==> config.mk <==
export PLATFORM = sky130hd
export DESIGN_NAME = rom_seq_player
export DESIGN_NICKNAME = d
export VERILOG_FILES = /design/src/rtl/rom_seq_player.sv
export SDC_FILE = /design/constraint.sdc
export NUM_CORES = 1
export LEC_CHECK = 0
export ABC_CLOCK_PERIOD_IN_PS = 2600
export CAP_MARGIN = 20
export CELL_PAD_IN_SITES_DETAIL_PLACEMENT = 1
export CELL_PAD_IN_SITES_GLOBAL_PLACEMENT = 2
export CORE_UTILIZATION = 26
export DETAILED_ROUTE_END_ITERATION = 8
export PLACE_DENSITY = 0.83
export SLEW_MARGIN = 20
export SYNTH_ARGS = -nofsm -noshare
export SYNTH_HDL_FRONTEND = slang
export SYNTH_SLANG_ARGS = --single-unit
==> constraint.sdc <==
create_clock -name clk -period 2.6 [get_ports clk]
set_clock_uncertainty 0.2 [all_clocks]
set_input_delay 0.65 -clock clk [delete_from_list [all_inputs] [get_ports clk]]
set_output_delay 0.65 -clock clk [all_outputs]
set_load 0.02 [all_outputs]
==> src/rtl/rom_seq_player.sv <==
// Address sequencer for a synchronous-read ROM; steps addr once per tick between latched start/end, one-shot or loop. Optional ping-pong via ROM_SEQ_PINGPONG_EN.
// Latency: busy one cycle after start; leds take the ROM word two edges after each addr change or load.
// Backpressure: none; a tick outside PLAY is dropped, stop beats tick, and start is ignored while playing.
module rom_seq_player #(
    parameter int AW = 4,
    parameter int DW = 4
) (
    input  logic          clk,
    input  logic          rst,
    input  logic          tick,
    input  logic          start,
    input  logic          stop,
    input  logic          loop,
    input  logic [AW-1:0] start_addr,
    input  logic [AW-1:0] end_addr,
    output logic [AW-1:0] addr,
    input  logic [DW-1:0] rom_data,
    output logic [DW-1:0] leds,
    output logic          busy,
    output logic          done
);

    typedef enum logic {
        IDLE = 1'b0,
        PLAY = 1'b1
    } state_t;

    state_t        state, state_nxt;
    logic [AW-1:0] addr_nxt;
    logic [AW-1:0] start_q, end_q;
    logic          upd_nxt;      // addr is being loaded or changed this cycle
    logic          upd_s1;       // ROM is sampling the new addr
    logic          upd_s2;       // ROM word for the new addr is on rom_data
    logic          done_nxt;
    logic          launch;
`ifdef ROM_SEQ_PINGPONG_EN
    logic          dir_dn, dir_dn_nxt;
`endif

    assign launch = (state == IDLE) && start && !stop;
    assign busy   = (state == PLAY);

    // Next state, next address and completion pulse.
    always_comb begin
        state_nxt = state;
        addr_nxt  = addr;
        upd_nxt   = 1'b0;
        done_nxt  = 1'b0;
`ifdef ROM_SEQ_PINGPONG_EN
        dir_dn_nxt = dir_dn;
`endif
        case (state)
            IDLE: begin
                if (launch) begin
                    state_nxt = PLAY;
                    addr_nxt  = start_addr;
                    upd_nxt   = 1'b1;
`ifdef ROM_SEQ_PINGPONG_EN
                    dir_dn_nxt = 1'b0;
`endif
                end
            end
            PLAY: begin
                if (stop) begin
                    state_nxt = IDLE;
                end else if (tick) begin
`ifdef ROM_SEQ_PINGPONG_EN
                    if (dir_dn) begin
                        if (addr != start_q) begin
                            addr_nxt = addr - 1'b1;
                            upd_nxt  = 1'b1;
                        end else if (loop) begin
                            dir_dn_nxt = 1'b0;
                            addr_nxt   = start_q + 1'b1;
                            upd_nxt    = 1'b1;
                        end else begin
                            state_nxt = IDLE;
                            done_nxt  = 1'b1;
                        end
                    end else if (addr != end_q) begin
                        addr_nxt = addr + 1'b1;
                        upd_nxt  = 1'b1;
                    end else if (loop) begin
                        // A one-address sequence has nowhere to bounce to, so hold.
                        if (start_q != end_q) begin
                            dir_dn_nxt = 1'b1;
                            addr_nxt   = addr - 1'b1;
                            upd_nxt    = 1'b1;
                        end
                    end else begin
                        state_nxt = IDLE;
                        done_nxt  = 1'b1;
                    end
`else
                    if (addr != end_q) begin
                        addr_nxt = addr + 1'b1;
                        upd_nxt  = 1'b1;
                    end else if (loop) begin
                        addr_nxt = start_q;
                        upd_nxt  = 1'b1;
                    end else begin
                        state_nxt = IDLE;
                        done_nxt  = 1'b1;
                    end
`endif
                end
            end
            default: state_nxt = IDLE;
        endcase
    end

    // State, address, latched bounds, update-flag pipeline and LED capture.
    always_ff @(posedge clk) begin
        if (rst) begin
            state   <= IDLE;
            addr    <= '0;
            start_q <= '0;
            end_q   <= '0;
            upd_s1  <= 1'b0;
            upd_s2  <= 1'b0;
            done    <= 1'b0;
            leds    <= '0;
`ifdef ROM_SEQ_PINGPONG_EN
            dir_dn  <= 1'b0;
`endif
        end else begin
            state  <= state_nxt;
            addr   <= addr_nxt;
            done   <= done_nxt;
            upd_s1 <= upd_nxt;
            upd_s2 <= upd_s1;
            if (launch) begin
                start_q <= start_addr;
                end_q   <= end_addr;
            end
            if (upd_s2) begin
                leds <= rom_data;
            end
`ifdef ROM_SEQ_PINGPONG_EN
            dir_dn <= dir_dn_nxt;
`endif
        end
    end

endmodule
[Word level (Yosys, flattened, before mapping)]
Index checks and enable logic that the tools add are counted.
Word-level totals
  input port bits: 18
  register bits: 20
  output and inout port bits: 10
  word-level logic and storage cells: 37
Cells by class
  bitwise logic cells: 2
  equal/unequal tests: 5
  muxes and demuxes: 16
  reduce and logical (&&, ||, !) cells: 5
  $add $sub $neg: 1
Operators by type and width (number)
  2-to-1 mux 4 bit: 5
  2-to-1 mux 1 bit: 8
  case mux 4 bit (2 select lines): 1
  != test 2 bit (second input constant): 3
  OR reduction 5 bit: 1
  adder 4 x 1 -> 4 bit (second input constant): 1
  != test 4 bit: 1
  case mux 1 bit (2 select lines): 2
  AND reduction 4 bit: 1
  != test 3 x 2 -> 1 bit (second input constant): 1
  logical AND 1 bit: 2
  NOT 1 bit: 2
  zero test 1 bit: 1

[Depth between registers and ports, before layout]
Gate-level depths: netlist (run 1).
  word-level depth: 5
  gate-level depth with buffers: 7

[Least setup slack after synthesis (run 1)]
No wires, ideal clock.
  path kind: register -> register
  from: register addr[0]
  to: register addr[1]
  setup time: 131 ps
  cell stages (with the launch flop): 6
  arrival time: 1670 ps
  path buffers: 0
  slack: 599 ps
  data required time: 2269 ps
  cell sequence: dfxtp_1 xor2_1 nor4_4 mux2_2 o211ai_1 o21ai_0
Between the ends
  cells in the longest elaborated chain, start to end: 5
  elaborated cells between the ends (all ways): 8
  classes of those cells: add/sub (1); eq/ne (2); mux (4); reduce/logical (1)
Ends and longest elaborated chain
  from (decl): line 16  | output logic [AW-1:0] addr,
  from (signal assigned): line 128  | addr <= addr_nxt;
  adder 4 x 1 -> 4 bit or != test 4 bit (tied branches): line 96, 95
  2-to-1 mux 4 bit: line 95  | if (addr != end_q) begin
  2-to-1 mux 4 bit: line 66  | end else if (tick) begin
  2-to-1 mux 4 bit: line 64  | if (stop) begin
  case mux 4 bit (2 select lines): line 52  | case (state)
Several ways; a longest one is shown, not always the timed one. The select of a mux whose other input is x is not followed.
A chain may end at the register's enable or synchronous reset.

[Worst setup path after layout (run 1)]
  from: register state, in the netlist busy
  to: output port busy
RTL lines
  from (decl): line 28  | state_t state, state_nxt;
  from (signal assigned): line 127  | state <= state_nxt;
  to (decl): line 19  | output logic busy,
No word-level cell between the ends.

==> metrics.sh, run 1 <==
CLKSLEWWORSTSETUPHOLDPATHS_NS=0.13
DRT_ITER0_DRC=18
ANTENNA_CELLS=0
SEQ_POWER_SHARE_PCT=45.4
FINAL.SETUP.TNS_NS=0
R2R_SLACK_NS=0.46
YS_WARN_COUNT=0
AVGVIACOUNTPERCELL=4.570
GRT_START_MAX_NET_PINS=14
WIRELENGTH_UM=2285
POST-ROUTE-CELL-AREA_UM2=1260
MAPPEDNETLISTNETS=118
ASYNC_RESET_FF_SHARE_PCT=0
FF2FF_PATH_DEPTH=5
GLOBALPLACE.CONGESTION=0.7655
CRITICALPATHCATEGORY='flip-flop to output pin'
DRIVE_GT1_SHARE_PCT=8.594
GRT_ANTENNA_BEFORE_REPAIR=0
DETAILEDPLACEMENTHPWL_UM=1769
TIMING.CRITICAL_PATH.TO_TYPE='output pin'
REGTOREGENDPOINT='addr[1]$_SDFFE_PP0P_'
CLOCKBUFFERDEPTH=2
NUMBER_OF_HOLD_BUFFERS_ADDED_AFTER_CTS=0
PORTBUFFERS=27
POWER.IR.VDD_WORST_uV=215.7
CRITICAL_PATH.N_BUFFERS_INVERTERS=1
TIMING.FINAL.CRIT_SHARE_PCT=91.53
YOSYS-TOP-CELLS-AREA='sky130_fd_sc_hd__dfxtp_1 (45%), sky130_fd_sc_hd__nand2_1 (7.6%), sky130_fd_sc_hd__mux2i_1 (6.8%), sky130_fd_sc_hd__a21oi_1 (5.6%), sky130_fd_sc_hd__nor2_1 (5.1%)'
SYNTH.FF_LATCH_COUNT=20
ROUTEDWLPERCELL_UM=13.28
ROWS=20
STATUS='finished clean'
FINALHOLDWORSTSLACK_NS=0.2656
DRT_FIRST_PASS_ITERS=2
SYNTH_XOR_XNOR_AREA_SHARE_PCT=5.924
CHAIN_OF_CELLS_FORMING_THE_CRITICAL_PATH='clkdlybuf4s50_1'
SYNTH_LARGEST_AREA_CELL='sky130_fd_sc_hd__dfxtp_1'
DPL_CELL_AREA_UM2=1207
COUNT_OF_FLIP_FLOPS_WITH_A_BUILT_IN_ENABLE_AFTER_SYNTHESIS=0
CRIT-REG2REG-LAUNCH='addr[0]$_SDFFE_PP0P_'
YOSYS.AREA_SHARE.SIMPLE_PCT=21.58
HOLD_START='upd_s1$_SDFF_PP0_'
CTS_MADE_BUFFERS=3
CLKSINKCOUNT=20
WORST-PATH-MAX-FANOUT=9
CP-STARTPOINT='busy$_SDFF_PP0_'
CTS.ROOT.BUFFER_CELL='sky130_fd_sc_hd__clkbuf_4'
POST_SYNTH_MOST_FREQUENT_CELLS='sky130_fd_sc_hd__dfxtp_1 (20), sky130_fd_sc_hd__nand2_1 (18), sky130_fd_sc_hd__nor2_1 (12), sky130_fd_sc_hd__a21oi_1 (10), sky130_fd_sc_hd__mux2i_1 (6)'
GRT_OVERFLOW_TOTAL=0
SW_POWER_mW=0.1933
FINAL_NETS=148
RSZ_0062_RAISED_AFTER_GLOBAL_ROUTING='no'
TIMING.CRITICAL_PATH.MAX_DELAY_FAMILY='buffers and inverters'
CELL_WITH_THE_MOST_INSTANCES_AFTER_SYNTHESIS='sky130_fd_sc_hd__dfxtp_1'
SYN_TO_FINAL_GROWTH_PCT=42.03
OVERALL_POWER_mW=0.7468
FIRST_GLOBAL_VIAS=859
FINALMAXSLEWVIOLATIONS=0
WORSTSKEWPAIRLATENCY_NS=0.30
TRACK_USAGE_PCT=14.20
SYNTH_LARGEST_TYPE_AREA_FRACTION_PCT=45.13
EFFECTIVE_UTILIZATION_AT_FLOORPLAN_PCT=28.13
WORST_HOLD_PATH.NUM_CELLS=1
WORST_PATH_MAX_DELAY_CELL='sky130_fd_sc_hd__clkdlybuf4s50_1'
SEQ_AREA_FRAC_SYNTH_PCT=45.13
ROUTE.DETAILED.DRC=0
TIMING.SLEW.HEADROOM_PCT=60.82
TIMING.FINAL.HOLD_VIOLATIONS=0
CTS_TREE='yes'
WORST-ENDPOINT-ARRIVAL_NS=1.53
FINAL.MIN_CLOCK_PERIOD_NS=2.380
SETUP_VIOL=0
CTS_REPAIR_RESIZE_COUNT=0
SYNTHESIZED_NETLIST_CELL_COUNT=99
DRT.ANTENNA.VIOLATING_NETS=0
IO_PINS=28
COMBINATIONAL_FAMILY_WITH_THE_MOST_AREA_AFTER_SYNTHESIS='simple AND/OR/NAND/NOR gates'
TOTAL_NUMBER_OF_VIAS=786
SYNTH_COMPOUND_AREA_SHARE_PCT=11.85
CAP_VIOL_MAX_COUNT=0
DESIGN.DIE.AREA_UM2=3649
CHIPHEIGHT_UM=60.41
SYNTH_TOP_FLOP_CELL='sky130_fd_sc_hd__dfxtp_1'
POWER.INTERNAL_mW=0.5535
YOSYSUNIQUECELLTYPES=26
CLOCK_SHARE_OF_POWER_PCT=34.7
YOSYS-MUX-AREA-FRACTION_PCT=10.58
TIGHTEST_HOLD_CHECK_TYPE='flip-flop to flip-flop'
POWER.DENSITY_nW_PER_UM2=592.7
POWER.SHARE.SWITCHING_PCT=25.88
SLOWEST_DELAY_NS=0.68
CRITICAL_PATH.STARTPOINT_TYPE='flip-flop'
CORE-AREA_UM2=3153
P_LEAK_nW=0.4736
CHIPWIDTH_UM=60.41
FIRST_PASS_GRT_WIRE_LENGTH_UM=3870
WORST_PIN_SLEW_NS=0.5833
CTSHTREEMAXLEVEL=1
AVGSYNTHCELLAREA_UM2=8.961
COMBINATIONALPOWERSHARE_PCT=19.9
LAYOUT.CORE_UTILIZATION_PCT=39.96
CTS_POST_SETUP_BUFFERS_INSERTED=0
SYN-CELL-AREA_UM2=887.1
HOLD_END='upd_s2$_SDFF_PP0_'
TIMING.FMAX_MHz=420.2
CRITPATHREQUIREDTIME_NS=1.75
SYNTH_FA_HA_AREA_SHARE_PCT=1.410
stage by stage:
step	setup slack (ns)	instances
3_3_place_gp	0.1530	168
6_report	0.2202	172
5_1_grt	0.1112	172
3_5_place_dp	0.02422	168
2_1_floorplan	0.5986	99
4_1_cts	0.1939	172
cell type report:
cell class	instances	area (um2)
Clock buffer	3	22.52
Clock inverter	1	30.03
Fill cell	390	1893
Inverter	1	3.754
Multi-Input combinational cell	73	455.4
Sequential cell	20	400.4
Tap cell	44	55.05
Timing Repair Buffer	30	292.8
power by group through the flow:
stage | combinational (mW) | sequential (mW) | clock [mW]
final | 0.148 | 0.339 | 0.259
after global routing | 0.162 | 0.342 | 0.275
after CTS | 0.150 | 0.340 | 0.267
after detailed placement | 0.149 | 0.346 | 0
after global placement | 0.144 | 0.346 | 0
after floorplan | 0.0779 | 0.350 | 0
placed cells by master, fill, tap and decap left out, types with 2 or more instances in the layout:
cell	count
sky130_fd_sc_hd__a211oi_1	3
sky130_fd_sc_hd__nor2_1	12
sky130_fd_sc_hd__mux2_1	2
sky130_fd_sc_hd__nand2_1	18
sky130_fd_sc_hd__nor2b_1	3
sky130_fd_sc_hd__a21oi_1	10
sky130_fd_sc_hd__xor2_1	5
sky130_fd_sc_hd__dfxtp_1	20
sky130_fd_sc_hd__mux2i_1	6
sky130_fd_sc_hd__buf_4	3
sky130_fd_sc_hd__clkbuf_4	3
sky130_fd_sc_hd__nand3_1	2
sky130_fd_sc_hd__clkdlybuf4s50_1	27
state kept, by name (all words and copies together) (netlist names):
signal	cells
addr	4
end_q	4
leds	4
start_q	4
busy	1
done	1
upd_s1	1
upd_s2	1
worst max path at each step:
stage	endpoint	slack, ns	depth (start not counted)
finish	busy	0.22	1
global route	busy	0.11	1
CTS	busy	0.19	1
detailed placement	addr[2]$_SDFFE_PP0P_	0.02	6
global placement	addr[2]$_SDFFE_PP0P_	0.15	6
floorplan	addr[1]$_SDFFE_PP0P_	0.60	5
logic make-up (layout without fill, tap and decap cells):
kind of cell | Yosys count | count (layout)
AOI/OAI and AO/OA | 17 | 17
and+or+nand+nor | 40 | 40
muxes | 9 | 9
adders and majority gates | 1 | 1
DFF | 20 | 20
buffers and inverters | 6 | 35
xor gates and xnor gates | 6 | 6
metal layers:
layer  vias to the layer above  global-route usage, %  part of all wire, %
met1                       383                  17.43                   47
li1                        391                      -                    -
met5                         -                      0                    0
met4                         0                  4.221                 0.83
met2                        10                  25.75                   51
met3                         2                  1.919                  1.7
No activity file was read; power rests on OpenSTA's default activity.
==> inputs of run 2 (changes only) <==
--- a/config.mk
+++ b/config.mk
@@ -5,13 +5,15 @@
 export SDC_FILE = /design/constraint.sdc
 export NUM_CORES = 1
 export LEC_CHECK = 0
-export ABC_CLOCK_PERIOD_IN_PS = 2600
+export ABC_CLOCK_PERIOD_IN_PS = 2000
 export CAP_MARGIN = 20
 export CELL_PAD_IN_SITES_DETAIL_PLACEMENT = 1
 export CELL_PAD_IN_SITES_GLOBAL_PLACEMENT = 2
-export CORE_UTILIZATION = 26
+export CORE_UTILIZATION = 23
 export DETAILED_ROUTE_END_ITERATION = 8
-export PLACE_DENSITY = 0.83
+export GPL_ROUTABILITY_DRIVEN = 0
+export GPL_TIMING_DRIVEN = 1
+export PLACE_DENSITY = 0.78
 export SLEW_MARGIN = 20
 export SYNTH_ARGS = -nofsm -noshare
 export SYNTH_HDL_FRONTEND = slang
==> constraint.sdc (replaced) <==
create_clock -name clk -period 2 [get_ports clk]
set_clock_uncertainty 0.2 [all_clocks]
set_input_delay 0.5 -clock clk [delete_from_list [all_inputs] [get_ports clk]]
set_output_delay 0.5 -clock clk [all_outputs]
set_load 0.02 [all_outputs]
==> run 2 against run 1 <==
  * Global-route usage is 1.1 points lower
  * Highest routed layer unchanged
  * Die area rose by 13%
  * Final cell count grew 7.0%
  * Clock power rose by 59%
  * Largest cell class unchanged
  * First-iteration DRC count decreased by 50%
  * Core utilization decreased by 2.8 points
  * Hold slack lost 0.0091 ns
  * Count of clock-buffer cells in the layout unchanged
==> metrics.sh, run 2 (synthesis gave the netlist of run 1 again) <==
ANTENNA_CELLS=0
CTS.ROOT.BUFFER_CELL='sky130_fd_sc_hd__clkbuf_8'
FINALHOLDWORSTSLACK_NS=0.2565
NUMBER_OF_HOLD_BUFFERS_ADDED_AFTER_CTS=0
GRT_MOST_USED_LAYER='met2'
ROWS=22
TRACK_USAGE_PCT=13.12
DRIVE_GT1_SHARE_PCT=18.38
DESIGN.DIE.AREA_UM2=4109
CHIPWIDTH_UM=64.11
MET1_DEMAND_TO_CAPACITY_SHARE_IN_GLOBAL_ROUTING_PCT=16.05
WIRELENGTH_UM=2445
ROUTE.DETAILED.DRC=0
EFFECTIVE_UTILIZATION_AT_FLOORPLAN_PCT=24.05
CHIPHEIGHT_UM=64.11
SETUP_VIOL=0
POWER.IR.VDD_WORST_uV=241.3
TIMING.SLEW.HEADROOM_PCT=77.45
CTSHTREEMAXLEVEL=1
CTS_TREE='yes'
OVERALL_POWER_mW=1.084
FIRST_GLOBAL_VIAS=876
PORTBUFFERS=27
FINALMAXSLEWVIOLATIONS=0
CRITICAL_PATH.STARTPOINT_TYPE='flip-flop'
CAP_VIOL_MAX_COUNT=0
CLKSINKCOUNT=20
FINAL.MIN_CLOCK_PERIOD_NS=1.931
CRITPATHREQUIREDTIME_NS=1.97
CORE-AREA_UM2=3689
TIMING.CRITICAL_PATH.TO_TYPE='flip-flop'
POST-PLACE-CELLS=178
WORST-ENDPOINT-ARRIVAL_NS=1.90
CLKSLEWWORSTSETUPHOLDPATHS_NS=0.08
P_LEAK_nW=0.5461
NUM-FILL-CELLS=453
FINAL_NETS=156
GRT_START_MAX_NET_PINS=13
CRITICALPATHCATEGORY='flip-flop to flip-flop'
AVGVIACOUNTPERCELL=4.380
DRT.ANTENNA.VIOLATING_NETS=0
WORST-PATH-MAX-FANOUT=5
FIRST_PASS_GRT_WIRE_LENGTH_UM=4022
STATUS='finished clean'
POWER.DENSITY_nW_PER_UM2=790.9
IO_PINS=28
DETAILEDPLACEMENTHPWL_UM=1802
DRT_ITER0_DRC=9
LAYOUT_COMMONEST_CELL='sky130_fd_sc_hd__clkdlybuf4s50_1'
TIMING.FMAX_MHz=517.8
WORSTSKEWPAIRLATENCY_NS=0.26
WORST_PIN_SLEW_NS=0.3374
CLOCKBUFFERDEPTH=2
TIMING.FINAL.HOLD_VIOLATIONS=0
GRT_ANTENNA_BEFORE_REPAIR=0
GRT_OVERFLOW_TOTAL=0
TOTAL_NUMBER_OF_VIAS=806
DRT_FIRST_PASS_ITERS=4
SYN_TO_FINAL_GROWTH_PCT=54.44
GRTUSAGEMET2_PCT=22.47
TIMING.FINAL.CRIT_SHARE_PCT=96.56
CTS_MADE_BUFFERS=3
FINALNONFILLERCELLS=184
ROUTEDWLPERCELL_UM=13.29
FINAL_CELL_MIX='sky130_fd_sc_hd__clkdlybuf4s50_1 (23), sky130_fd_sc_hd__dfxtp_1 (19), sky130_fd_sc_hd__nand2_1 (18), sky130_fd_sc_hd__nor2_1 (12), sky130_fd_sc_hd__buf_4 (11)'
TIGHTEST_HOLD_CHECK_TYPE='flip-flop to flip-flop'
GR-USAGE-MET3_PCT=1.071
run 2: timing repair:
action	in CTS	in global routing
gates cloned	0	0
setup endpoints to repair	6	4
pin swaps	0	1
gates resized for setup	5	7
buffers inserted	0	2
run 2: critical path, stage by stage (launching register included):
cell                       delay, ns
sky130_fd_sc_hd__dfxtp_1        0.47
sky130_fd_sc_hd__xor2_2         0.23
sky130_fd_sc_hd__nor4_4         0.06
sky130_fd_sc_hd__buf_4          0.17
sky130_fd_sc_hd__buf_4          0.15
sky130_fd_sc_hd__o311a_2        0.32
sky130_fd_sc_hd__a211oi_1       0.24
run 2: final timing paths:
path | startpoint | endpoint | slack, ns | depth (start not counted)
max | addr[2]$_SDFFE_PP0P_ | addr[0]$_SDFFE_PP0P_ | 0.07 | 6
min | upd_s1$_SDFF_PP0_ | upd_s2$_SDFF_PP0_ | 0.26 | 1
max reg2reg | addr[2]$_SDFFE_PP0P_ | addr[0]$_SDFFE_PP0P_ | 0.07 | 6
min reg2reg | upd_s1$_SDFF_PP0_ | upd_s2$_SDFF_PP0_ | 0.26 | 1
run 2: layout make-up:
class / instances / area [um2] / share of cell area (%)
repair buffers: 38 / 347.8 / 25.39
multi-input cells: 73 / 483.0 / 35.25
flip-flops and latches: 20 / 404.1 / 29.50
clock buffers: 3 / 41.29 / 3.014
inverters: 1 / 3.754 / 0.2740
clock inverters: 1 / 30.03 / 2.192
well taps: 48 / 60.06 / 4.384
run 2: stage by stage:
step	instance area (um2)	utilization [%]	setup WS [ns]	setup TNS (ns)
CTS	1329	36.02	0.05585	0
global placement	1257	34.09	-0.1681	-0.7532
detailed placement	1257	34.09	-0.2922	-1.638
floorplan	887.1	-	0.007101	0
finish	1370	37.14	0.06890	0
global route	1370	37.14	-0.003437	-0.003437
run 2: per-layer routing:
layer / up-vias / wire length, um
met5: - / 0
met4: 0 / 61
met3: 4 / 32
met2: 12 / 1171
met1: 382 / 1180
li1: 408 / -
run 2: report_power, final:
| part | leakage [nW] | switching (mW) | internal [mW] | total, mW |
|---|---|---|---|---|
| Sequential | 0.164 | 0.0196 | 0.418 | 0.438 |
| Clock | 0.0357 | 0.146 | 0.267 | 0.413 |
| Combinational | 0.347 | 0.107 | 0.125 | 0.233 |
==> inputs of run 3 (changes only) <==
--- a/config.mk
+++ b/config.mk
@@ -5,15 +5,15 @@
 export SDC_FILE = /design/constraint.sdc
 export NUM_CORES = 1
 export LEC_CHECK = 0
-export ABC_CLOCK_PERIOD_IN_PS = 2000
+export ABC_CLOCK_PERIOD_IN_PS = 2200
 export CAP_MARGIN = 20
 export CELL_PAD_IN_SITES_DETAIL_PLACEMENT = 1
 export CELL_PAD_IN_SITES_GLOBAL_PLACEMENT = 2
-export CORE_UTILIZATION = 23
+export CORE_UTILIZATION = 26
 export DETAILED_ROUTE_END_ITERATION = 8
 export GPL_ROUTABILITY_DRIVEN = 0
 export GPL_TIMING_DRIVEN = 1
-export PLACE_DENSITY = 0.78
+export PLACE_DENSITY = 0.83
 export SLEW_MARGIN = 20
 export SYNTH_ARGS = -nofsm -noshare
 export SYNTH_HDL_FRONTEND = slang
==> constraint.sdc (replaced) <==
create_clock -name clk -period 2.2 [get_ports clk]
set_clock_uncertainty 0.2 [all_clocks]
set_input_delay 0.55 -clock clk [delete_from_list [all_inputs] [get_ports clk]]
set_output_delay 0.55 -clock clk [all_outputs]
set_load 0.02 [all_outputs]
==> run 3 against run 2 <==
  * Die area fell by 11%
  * Non-clock buffer count fell by 3
  * Critical path type is now flip-flop to output pin
  * Largest power group unchanged
  * Sequential share of layout area rose by 1.7 points
==> metrics.sh, run 3 (synthesis gave the netlist of run 1 again) <==
STATUS='finished clean'
PORTBUFFERS=27
TIMING.FMAX_MHz=470.6
SLOWEST_DELAY_NS=0.64
DRT_ITER0_DRC=12
TIMING.CRITICAL_PATH.MAX_DELAY_FAMILY='buffers and inverters'
FIRST_GLOBAL_VIAS=839
TIMING.FINAL.HOLD_VIOLATIONS=0
HOLD_START='upd_s1$_SDFF_PP0_'
CTS.ROOT.BUFFER_CELL='sky130_fd_sc_hd__clkbuf_4'
POWER.IR.VDD_WORST_uV=196.9
FINAL.MIN_CLOCK_PERIOD_NS=2.125
DPL_CELL_AREA_UM2=1245
POST-PLACE-CELLS=173
CLKSINKCOUNT=20
WIRELENGTH_UM=2241
CTSHTREEMAXLEVEL=1
SETUP_VIOL=0
IO_PINS=28
NUM-FILL-CELLS=398
DESIGN.DIE.AREA_UM2=3649
CTS_TREE='yes'
WORSTSKEWPAIRLATENCY_NS=0.30
FINAL_NETS=153
DRT_FIRST_PASS_ITERS=4
CRIT-REG2REG-LAUNCH='addr[0]$_SDFFE_PP0P_'
WORST_PATH_MAX_DELAY_CELL='sky130_fd_sc_hd__clkdlybuf4s50_1'
CHIPWIDTH_UM=60.41
CORE-AREA_UM2=3153
CRITPATHREQUIREDTIME_NS=1.45
CTS_POST_SETUP_BUFFERS_INSERTED=0
ROUTEDWLPERCELL_UM=12.66
ROUTE.DETAILED.DRC=0
TIMING.CRITICAL_PATH.TO_TYPE='output pin'
CHIPHEIGHT_UM=60.41
SYN_TO_FINAL_GROWTH_PCT=44.85
GRT_OVERFLOW_TOTAL=0
ROWS=20
EFFECTIVE_UTILIZATION_AT_FLOORPLAN_PCT=28.13
CHAIN_OF_CELLS_FORMING_THE_CRITICAL_PATH='clkdlybuf4s50_1'
POST-PLACE-WS_NS=-0.1535
WORST-PATH-MAX-FANOUT=4
CRITICALPATHCATEGORY='flip-flop to output pin'
FINALHOLDWORSTSLACK_NS=0.2569
WORST_PIN_SLEW_NS=0.4672
POST-ROUTE-CELL-AREA_UM2=1285
GRT_START_MAX_NET_PINS=12
FINALMAXSLEWVIOLATIONS=0
FINALNONFILLERCELLS=177
FIRST_PASS_GRT_WIRE_LENGTH_UM=3864
DETAILEDPLACEMENTHPWL_UM=1736
TIMING.SLEW.HEADROOM_PCT=68.62
CRITICAL_PATH.STARTPOINT_TYPE='flip-flop'
CAP_VIOL_MAX_COUNT=0
TRACK_USAGE_PCT=14.46
CLOCKBUFFERDEPTH=2
AVGVIACOUNTPERCELL=4.362
CLKSLEWWORSTSETUPHOLDPATHS_NS=0.12
LAYOUT_COMMONEST_CELL='sky130_fd_sc_hd__clkdlybuf4s50_1'
TIGHTEST_HOLD_CHECK_TYPE='flip-flop to flip-flop'
FINAL_CELL_MIX='sky130_fd_sc_hd__clkdlybuf4s50_1 (24), sky130_fd_sc_hd__dfxtp_1 (20), sky130_fd_sc_hd__nand2_1 (18), sky130_fd_sc_hd__nor2_1 (12), sky130_fd_sc_hd__a21oi_1 (10)'
CTS_MADE_BUFFERS=3
CRITICAL_PATH.N_BUFFERS_INVERTERS=1
TIMING.FINAL.CRIT_SHARE_PCT=96.58
DRT.ANTENNA.VIOLATING_NETS=0
POST-ROUTE-WORST-SETUP-SLACK_NS=0.07520
DRIVE_GT1_SHARE_PCT=12.03
ANTENNA_CELLS=0
P_LEAK_nW=0.5290
WORST-ENDPOINT-ARRIVAL_NS=1.37
FINAL.SETUP.TNS_NS=0
RSZ_0062_RAISED_AFTER_GLOBAL_ROUTING='no'
POWER.DENSITY_nW_PER_UM2=624.0
TOTAL_NUMBER_OF_VIAS=772
CP-STARTPOINT='addr[3]$_SDFFE_PP0P_'
GRT_ANTENNA_BEFORE_REPAIR=0
## run 3: changes by cell type in the layout (fill, tap and decap cells not counted), moves of 2 or more
cell                             previous run  this run
sky130_fd_sc_hd__buf_4                     11         8
sky130_fd_sc_hd__clkbuf_4                   0         3
sky130_fd_sc_hd__clkbuf_8                   3         1
sky130_fd_sc_hd__dlygate4sd2_1              4         1
sky130_fd_sc_hd__dlymetal6s2s_1             0         2
sky130_fd_sc_hd__mux2_4                     2         0
## run 3: final cells by class
type                    count  area (um2)  share of cell area (%)
flip-flops and latches     20       400.4                   31.16
clock buffers               4       36.28                   2.824
well taps                  44       55.05                   4.284
inverters                   1       3.754                  0.2921
multi-input cells          73       455.4                   35.44
repair buffers             35       334.1                   26.00
## run 3: final timing paths
| path | depth (start not counted) | slack, ns | endpoint |
|---|---|---|---|
| worst max-delay path | 1 | 0.08 | addr[3] |
| worst min-delay path | 1 | 0.26 | upd_s2$_SDFF_PP0_ |
| worst min register to register | 1 | 0.26 | upd_s2$_SDFF_PP0_ |
| worst max register to register | 5 | 0.14 | addr[1]$_SDFFE_PP0P_ |
## run 3: timing repair
action                     4_1_cts  5_1_grt
gates resized for setup          1        2
setup endpoints to repair        1        2
hold buffers                     0        0
## run 3: stage by stage
stage	total power, mW	utilization (%)
finish	0.8018	40.75
global route	0.8499	40.75
CTS	0.8140	40.60
detailed placement	0.5979	39.48
global placement	0.5930	39.48
floorplan	0.5055	-
## run 3: metal layers
metal,GRT usage (%),part of all wire [%],vias to the layer above
li1,-,-,403
met1,20.16,51,351
met2,20.88,45,14
met3,2.132,2.5,4
met4,9.091,1.8,0
met5,0,0,-
## run 3: power breakdown
part / total [mW] / leakage (nW) / internal [mW] / switching (mW)
clock: 0.216 / 0.0210 / 0.101 / 0.115
combinational: 0.189 / 0.345 / 0.100 / 0.0888
sequential: 0.397 / 0.163 / 0.380 / 0.0165
